File: src/rtl/hilo_muldiv_if.sv
// hilo_muldiv_if: request/response bundle between the execute stage and the HI/LO mul/div unit
interface hilo_muldiv_if #(
  parameter int DATA_W = 32
);
  logic              req_valid;
  logic              req_ready;
  logic [3:0]        req_op;
  logic [DATA_W-1:0] req_src1;
  logic [DATA_W-1:0] req_src2;
  logic              flush;
  logic              busy;
  logic              resp_valid;
  logic [DATA_W-1:0] resp_result;
  modport master (
    output req_valid, req_op, req_src1, req_src2, flush,
    input  req_ready, busy, resp_valid, resp_result
  );
  modport slave (
    input  req_valid, req_op, req_src1, req_src2, flush,
    output req_ready, busy, resp_valid, resp_result
  );
endinterface

File: src/rtl/hilo_muldiv_unit.sv
// hilo_muldiv_unit: HI/LO multiply/divide unit with pipelined multiplier and radix-2 restoring divider
// Ports: clk, reset (sync, active-high), bus (slave: req_valid/req_ready/req_op/req_src1/req_src2/flush/busy/resp_valid/resp_result)
// Build option: define HILO_MADD_EN to implement MADD/MADDU/MSUB/MSUBU; otherwise they decode as NOP
module hilo_muldiv_unit #(
  parameter int DATA_W  = 32,
  parameter int MUL_LAT = 3
) (
  input logic          clk,
  input logic          reset,
  hilo_muldiv_if.slave bus
);
  localparam int P  = 2 * DATA_W;
  localparam int CW = 7;
`ifdef HILO_MADD_EN
  localparam bit MADD_EN = 1'b1;
`else
  localparam bit MADD_EN = 1'b0;
`endif
  typedef enum logic [2:0] {IDLE, MULS, DIVS, FIX, RESP} state_t;
  state_t            state, nxt;
  logic [3:0]        op;
  logic [DATA_W-1:0] a, b, hi, lo, quo, rem, dvs, res;
  logic [CW-1:0]     cnt;
  logic [P-1:0]      pipe [MUL_LAT];
  logic [P-1:0]      xa, xb, prod, acc;
  logic [DATA_W:0]   sh;
  logic              accept, ge, sdiv, smul, mul_op, div_op, mul_req, div_req;

  function automatic logic is_mul(input logic [3:0] o);
    return (o inside {4'd5, 4'd6, 4'd7}) || (MADD_EN && (o inside {[4'd10:4'd13]}));
  endfunction

  assign accept  = bus.req_valid && state == IDLE && !bus.flush;
  assign mul_req = is_mul(bus.req_op);
  assign div_req = bus.req_op inside {4'd8, 4'd9};
  assign mul_op  = is_mul(op);
  assign div_op  = op inside {4'd8, 4'd9};
  assign sdiv    = op == 4'd8;
  assign smul    = op inside {4'd5, 4'd7, 4'd10, 4'd12};
  // sign/zero extension to 2*DATA_W makes one unsigned multiply serve both signednesses
  assign xa      = smul ? {{DATA_W{a[DATA_W-1]}}, a} : {{DATA_W{1'b0}}, a};
  assign xb      = smul ? {{DATA_W{b[DATA_W-1]}}, b} : {{DATA_W{1'b0}}, b};
  assign prod    = pipe[MUL_LAT-1];
  assign dvs     = sdiv && b[DATA_W-1] ? -b : b;
  assign sh      = {rem, quo[DATA_W-1]};
  assign ge      = sh >= {1'b0, dvs};
`ifdef HILO_MADD_EN
  assign acc = (op inside {4'd12, 4'd13}) ? {hi, lo} - prod :
               (op inside {4'd10, 4'd11}) ? {hi, lo} + prod : prod;
`else
  assign acc = prod;
`endif

  always_ff @(posedge clk)
    state <= reset || bus.flush ? IDLE : nxt;

  always_comb begin
    nxt = state;
    case (state)
      IDLE:    nxt = !accept ? IDLE : mul_req ? MULS : div_req ? DIVS : RESP;
      MULS:    nxt = cnt == CW'(MUL_LAT - 1) ? RESP : MULS;
      DIVS:    nxt = cnt == CW'(DATA_W - 1) ? FIX : DIVS;
      FIX:     nxt = RESP;
      default: nxt = IDLE;
    endcase
  end

  always_comb begin
    res = op == 4'd3 ? hi :
          op == 4'd4 ? lo :
          (op inside {4'd1, 4'd2}) ? a :
          mul_op ? acc[DATA_W-1:0] :
          div_op ? quo : '0;
    bus.req_ready   = state == IDLE;
    bus.busy        = state != IDLE;
    bus.resp_valid  = state == RESP && !bus.flush;
    bus.resp_result = state == RESP ? res : '0;
  end

  always_ff @(posedge clk)
    if (reset) begin
      hi <= '0;
      lo <= '0;
    end else if (state == RESP && !bus.flush) begin
      if (op == 4'd1) hi <= a;
      if (op == 4'd2) lo <= a;
      if (mul_op && op != 4'd7) {hi, lo} <= acc;
      if (div_op) {hi, lo} <= {rem, quo};
    end

  // quo doubles as the dividend shift register; quotient bits enter at the bottom
  always_ff @(posedge clk)
    if (reset) begin
      op  <= '0;
      a   <= '0;
      b   <= '0;
      cnt <= '0;
      quo <= '0;
      rem <= '0;
    end else if (accept) begin
      op  <= bus.req_op;
      a   <= bus.req_src1;
      b   <= bus.req_src2;
      cnt <= '0;
      quo <= bus.req_op == 4'd8 && bus.req_src1[DATA_W-1] ? -bus.req_src1 : bus.req_src1;
      rem <= '0;
    end else if (state == MULS) begin
      cnt <= cnt + 1'b1;
    end else if (state == DIVS) begin
      cnt <= cnt + 1'b1;
      rem <= ge ? DATA_W'(sh - {1'b0, dvs}) : sh[DATA_W-1:0];
      quo <= {quo[DATA_W-2:0], ge};
    end else if (state == FIX) begin
      quo <= b == '0 ? '1 : sdiv && (a[DATA_W-1] ^ b[DATA_W-1]) ? -quo : quo;
      rem <= b == '0 ? a : sdiv && a[DATA_W-1] ? -rem : rem;
    end

  always_ff @(posedge clk) begin
    pipe[0] <= xa * xb;
    for (int i = 1; i < MUL_LAT; i++) pipe[i] <= pipe[i-1];
  end
endmodule

File: src/flat_wrapper.sv
// flat-port wrapper written by rule: the top's interface ports become plain ports
module hilo_muldiv_unit_flat 
#(
  parameter int DATA_W  = 32,
  parameter int MUL_LAT = 3
)
  (clk, reset, bus_req_valid, bus_req_op, bus_req_src1, bus_req_src2, bus_flush, bus_req_ready, bus_busy, bus_resp_valid, bus_resp_result);
  hilo_muldiv_if #(.DATA_W(DATA_W)) bus_i ();
  input logic clk;
  input logic reset;
  input wire logic [$bits(bus_i.req_valid)-1:0] bus_req_valid;
  input wire logic [$bits(bus_i.req_op)-1:0] bus_req_op;
  input wire logic [$bits(bus_i.req_src1)-1:0] bus_req_src1;
  input wire logic [$bits(bus_i.req_src2)-1:0] bus_req_src2;
  input wire logic [$bits(bus_i.flush)-1:0] bus_flush;
  output wire logic [$bits(bus_i.req_ready)-1:0] bus_req_ready;
  output wire logic [$bits(bus_i.busy)-1:0] bus_busy;
  output wire logic [$bits(bus_i.resp_valid)-1:0] bus_resp_valid;
  output wire logic [$bits(bus_i.resp_result)-1:0] bus_resp_result;
  assign bus_i.req_valid = bus_req_valid;
  assign bus_i.req_op = bus_req_op;
  assign bus_i.req_src1 = bus_req_src1;
  assign bus_i.req_src2 = bus_req_src2;
  assign bus_i.flush = bus_flush;
  assign bus_req_ready = bus_i.req_ready;
  assign bus_busy = bus_i.busy;
  assign bus_resp_valid = bus_i.resp_valid;
  assign bus_resp_result = bus_i.resp_result;
  hilo_muldiv_unit #(.DATA_W(DATA_W), .MUL_LAT(MUL_LAT)) u_core (.clk(clk), .reset(reset), .bus(bus_i));
endmodule
File: config.mk
export PLATFORM = sky130hd
export DESIGN_NAME = hilo_muldiv_unit_flat
export DESIGN_NICKNAME = d
export VERILOG_FILES = /design/src/rtl/hilo_muldiv_if.sv /design/src/rtl/hilo_muldiv_unit.sv /design/src/flat_wrapper.sv
export SDC_FILE = /design/constraint.sdc
export NUM_CORES = 2
export LEC_CHECK = 0
export CAP_MARGIN = 20
export CORE_ASPECT_RATIO = 0.8
export CORE_MARGIN = 2
export CORE_UTILIZATION = 45
export DETAILED_ROUTE_END_ITERATION = 7
export REMOVE_ABC_BUFFERS = 1
export SETUP_SLACK_MARGIN = 0.02
export SLEW_MARGIN = 20
export SYNTH_ARGS = -nofsm -noshare
export SYNTH_HDL_FRONTEND = slang
export SYNTH_SLANG_ARGS = --single-unit
File: constraint.sdc
create_clock -name clk -period 23.5 [get_ports clk]
set_input_delay 4.7 -clock clk [delete_from_list [all_inputs] [get_ports clk]]
set_output_delay 4.7 -clock clk [all_outputs]
set_load 0.05 [all_outputs]
==> flow_metrics.env <==
export IMPL_result_of_the_run="complete, no violations"
export IMPL_post_synth_top_area_fraction_pct=43.0
export IMPL_tritoncts_num_buffers=44
export IMPL_totalNegativeSetupSlack_ns=0
export IMPL_numPortBuffers=106
export IMPL_relSlewSlack_pct=24.5
export IMPL_min_delay_path_depth=0
export IMPL_yosysSeqAreaShare_pct=12.1
export IMPL_timing_hold_worst_class="reg2reg"
export IMPL_timing_critical_path_required_ns=18.80
export IMPL_ff2ff_setup_slack_ns=12.62
export IMPL_yosys_top_cells_area="sky130_fd_sc_hd__fa_1 43%, sky130_fd_sc_hd__dfxtp_1 12%, sky130_fd_sc_hd__inv_1 9.2%"
export IMPL_clkSinkCount=398
export IMPL_clk_pin_slew_worst_paths_ns=0.06
export IMPL_coreArea_mm2=0.145
export IMPL_number_of_synthesized_register_bits=398
export IMPL_powerDensity_mw_per_mm2=30.8
export IMPL_postCtsSetupRepairBufs=0
export IMPL_wl_um=215000
export IMPL_cp_end_kind="primary output"
export IMPL_grt_overflow_total=0
export IMPL_fp_row_count=125
export IMPL_drt_wirelength_per_cell_um=23.3
export IMPL_drt_first_iter_violations=5024
export IMPL_synth_main_ff_cell="sky130_fd_sc_hd__dfxtp_1"
export IMPL_post_synth_inst_count=7471
export IMPL_crit_reg2reg_launch="u_core.op[2]"
export IMPL_ant_nets=0
export IMPL_die_area_mm2=0.150
export IMPL_syn_cell_area_mm2=0.0661
export IMPL_viasPerCell=5.51
export IMPL_timing_final_hold_violations=0
export IMPL_number_of_max_capacitance_violations_reported=0
export IMPL_critical_path_most_common_cell="sky130_fd_sc_hd__clkdlybuf4s50_1"
export IMPL_timing_critical_path_fanout_max=6
export IMPL_synthSimpleGateAreaFrac_pct=14.2
export IMPL_longest_individual_stage_delay_on_the_worst_path_ns=0.86
export IMPL_slew_violations=0
export IMPL_cts_resized_gates=0
export IMPL_path_buf_inv=2
export IMPL_p_leak_uw=0.0345
export IMPL_drt_pass1_iterations=7
export IMPL_worst_clock_skew_ns=0.0271
export IMPL_grt_pass1_vias=52600
export IMPL_floorplan_initialDensity_pct=45.4
export IMPL_timing_critical_path_from_type="primary input"
export IMPL_num_nets_final=9114
export IMPL_pin_count_of_the_biggest_net_entering_global_routing=100
export IMPL_htreeDepth=2
export IMPL_tritoncts="yes"
export IMPL_cp_cell_sequence="clkdlybuf4s50_1, nor2_1, clkdlybuf4s50_1"
export IMPL_finalSetupViolCount=0
export IMPL_clock_insertion_delay_worst_skew_ns=0.60
export IMPL_die_h_um=347
export IMPL_die_w_um=432
export IMPL_synth_top_area_cell="sky130_fd_sc_hd__fa_1"
export IMPL_dr_total_vias=50800
export IMPL_synth_compound_area_share_pct=8.68
export IMPL_area_growth_pct=6.49
export IMPL_irDropWorstVdd_v=0.0000579
export IMPL_post_route_cells_drive_above_1_share_pct=3.74
export IMPL_clock_path_buffers=3
export IMPL_detailedPlacementHpwl_um=169000
export IMPL_setup_repair_after_global_routing_missed_its_margin="false"
export IMPL_hold_buffers=0
export IMPL_crit_type="in2out"
export IMPL_antenna_violations_before_repair=21
export IMPL_critical_path_slowest_cell="sky130_fd_sc_hd__clkdlybuf4s50_1"
export IMPL_ys_types=86
export IMPL_fill_cells=14000
export IMPL_minimum_clock_period_after_layout_ns=11.07
export IMPL_postSynth_asyncResetShare_pct=0
export IMPL_layout_setup_ws_ns=12.43
export IMPL_fmaxAchievable_mhz=90.3
export IMPL_min_period_over_period_pct=47.1
export IMPL_critical_path_top_delay_family="buffers and inverters"
export IMPL_grt_util_all_layers_pct=29.1
export IMPL_muxShareOfSynthArea_pct=0.0947
export IMPL_reg2reg_to="u_core.pipe[0][63]"
export IMPL_gp_congestion=0.962
export IMPL_grt_pass1_wl_um=330000
export IMPL_hold_path_endpoint="u_core.pipe[0][68]"
export IMPL_reg2regPathDepth=34
export IMPL_main_combinational_cell_family_by_area_after_synthesis="adder cells"
export IMPL_cp_data_arrival_time_ns=6.37
export IMPL_detailedPlace_worstSlack_ns=12.44
export IMPL_synthesis_area_per_instance_um2=8.85
export IMPL_drc_errors=0
export IMPL_synth_edf_count=0
export IMPL_yosys_area_share_adder_pct=49.7
export IMPL_hold_path_startpoint="u_core.pipe[0][4]"
export IMPL_floorplan_io_pins=107
export IMPL_cts_root_buffer_cell="sky130_fd_sc_hd__clkbuf_16"
export IMPL_yosys_warnings=0
export IMPL_xor_xnor_share_of_the_synthesized_area_pct=3.38
export IMPL_worst_slew_pin_transition_ns=1.13
## cells in the mapped netlist (all sizes together), types with 26 or more instances
| master | instances |
|---|---|
| inv | 1618 |
| fa | 1420 |
| nand2 | 1059 |
| clkbuf | 403 |
| dfxtp | 398 |
| ha | 352 |
| and2 | 341 |
| nor2 | 302 |
| a21oi | 299 |
| xnor2 | 160 |
| o21ai | 135 |
| a211oi | 119 |
| nor3 | 110 |
| xor2 | 95 |
| a22oi | 68 |
| a31oi | 64 |
| buf | 63 |
| a21o | 60 |
| nor2b | 44 |
| nand3 | 39 |
| o31ai | 29 |
| and3 | 27 |
| nand4 | 26 |
## power breakdown
group | total [µW] | leakage, µW | internal [µW] | switching [µW]
Sequential | 809 | 0.00326 | 742 | 67.1
Combinational | 559 | 0.0304 | 190 | 369
Clock | 803 | 0.000791 | 484 | 319
Total | 2170 | 0.0345 | 1420 | 755
## worst max-delay path by stage
stage / from / endpoint / depth (start not counted)
6_report: bus_flush / bus_resp_valid / 3
5_1_grt: u_core.op[2] / u_core.pipe[0][60] / 32
4_1_cts: bus_flush / bus_resp_valid / 3
3_5_place_dp: bus_flush / bus_resp_valid / 3
3_3_place_gp: bus_flush / bus_resp_valid / 3
2_1_floorplan: bus_flush / u_core.rem[15] / 4
## worst reg2reg max path: cells and delay by family (launching register included)
| kind | cells | cell delay, ns |
|---|---|---|
| flip-flops | 1 | 0.52 |
| AND/OR/NAND/NOR | 4 | 0.56 |
| XOR/XNOR | 2 | 0.30 |
| AO/OA/AOI/OAI | 8 | 1.44 |
| buffers and inverters | 9 | 1.54 |
| adder cells (fa/ha/maj) | 11 | 6.37 |
## per-stage QoR
step | instance area [µm²] | std cells | total power [µW] | hold slack [ns] | util (%)
2_1_floorplan | 64300 | 7005 | 1130 | 0.310 | -
3_3_place_gp | 68700 | 9129 | 1360 | 0.310 | 47.2
3_5_place_dp | 68700 | 9129 | 1370 | 0.312 | 47.2
4_1_cts | 70400 | 9211 | 2170 | 0.298 | 48.4
5_1_grt | 70400 | 9211 | 2260 | 0.309 | 48.4
6_report | 70400 | 9218 | 2170 | 0.313 | 48.4
## sequential cells by signal, summed over array words and instances (netlist names)
signal        flops
u_core.pipe     192
u_core.a         32
u_core.b         32
u_core.hi        32
u_core.lo        32
u_core.quo       32
u_core.rem       32
u_core.cnt        7
u_core.op         4
u_core.state      3
## kinds of logic after synthesis
family | after synthesis
buf+inv | 2084
simple gates | 2052
fa+ha+maj | 1773
compound gates | 903
flops | 398
xor+xnor | 255
mux | 6
## metal layers
layer	track usage, %	share of wire [%]	vias to the layer above
met2	41.3	41	2221
li1	-	-	22100
met3	6.30	10	195
met1	45.6	47	26200
met4	5.19	1.8	4
met5	0	0.016	-
## final cells by class
cell class,count,area (µm²),area share [%]
timing repair buffer,219,1910,2.71
inverter,1618,6070,8.63
tap,1905,2380,3.39
clock inverter,31,505,0.718
antenna,7,17.5,0.0249
clock buffer,51,1170,1.66
multi-input combinational,4989,50300,71.5
sequential,398,8010,11.4
## placed cells by master (no fill, tap or decap), types with 105 or more instances in the layout
cell,n
sky130_fd_sc_hd__inv_1,1618
sky130_fd_sc_hd__fa_1,1420
sky130_fd_sc_hd__nand2_1,1053
sky130_fd_sc_hd__dfxtp_1,364
sky130_fd_sc_hd__ha_1,352
sky130_fd_sc_hd__and2_1,338
sky130_fd_sc_hd__a21oi_1,298
sky130_fd_sc_hd__nor2_1,295
sky130_fd_sc_hd__xnor2_1,160
sky130_fd_sc_hd__a211oi_1,119
sky130_fd_sc_hd__buf_4,113
sky130_fd_sc_hd__nor3_1,106
sky130_fd_sc_hd__clkdlybuf4s50_1,105
Note: power is estimated with default switching activity, not from simulation.
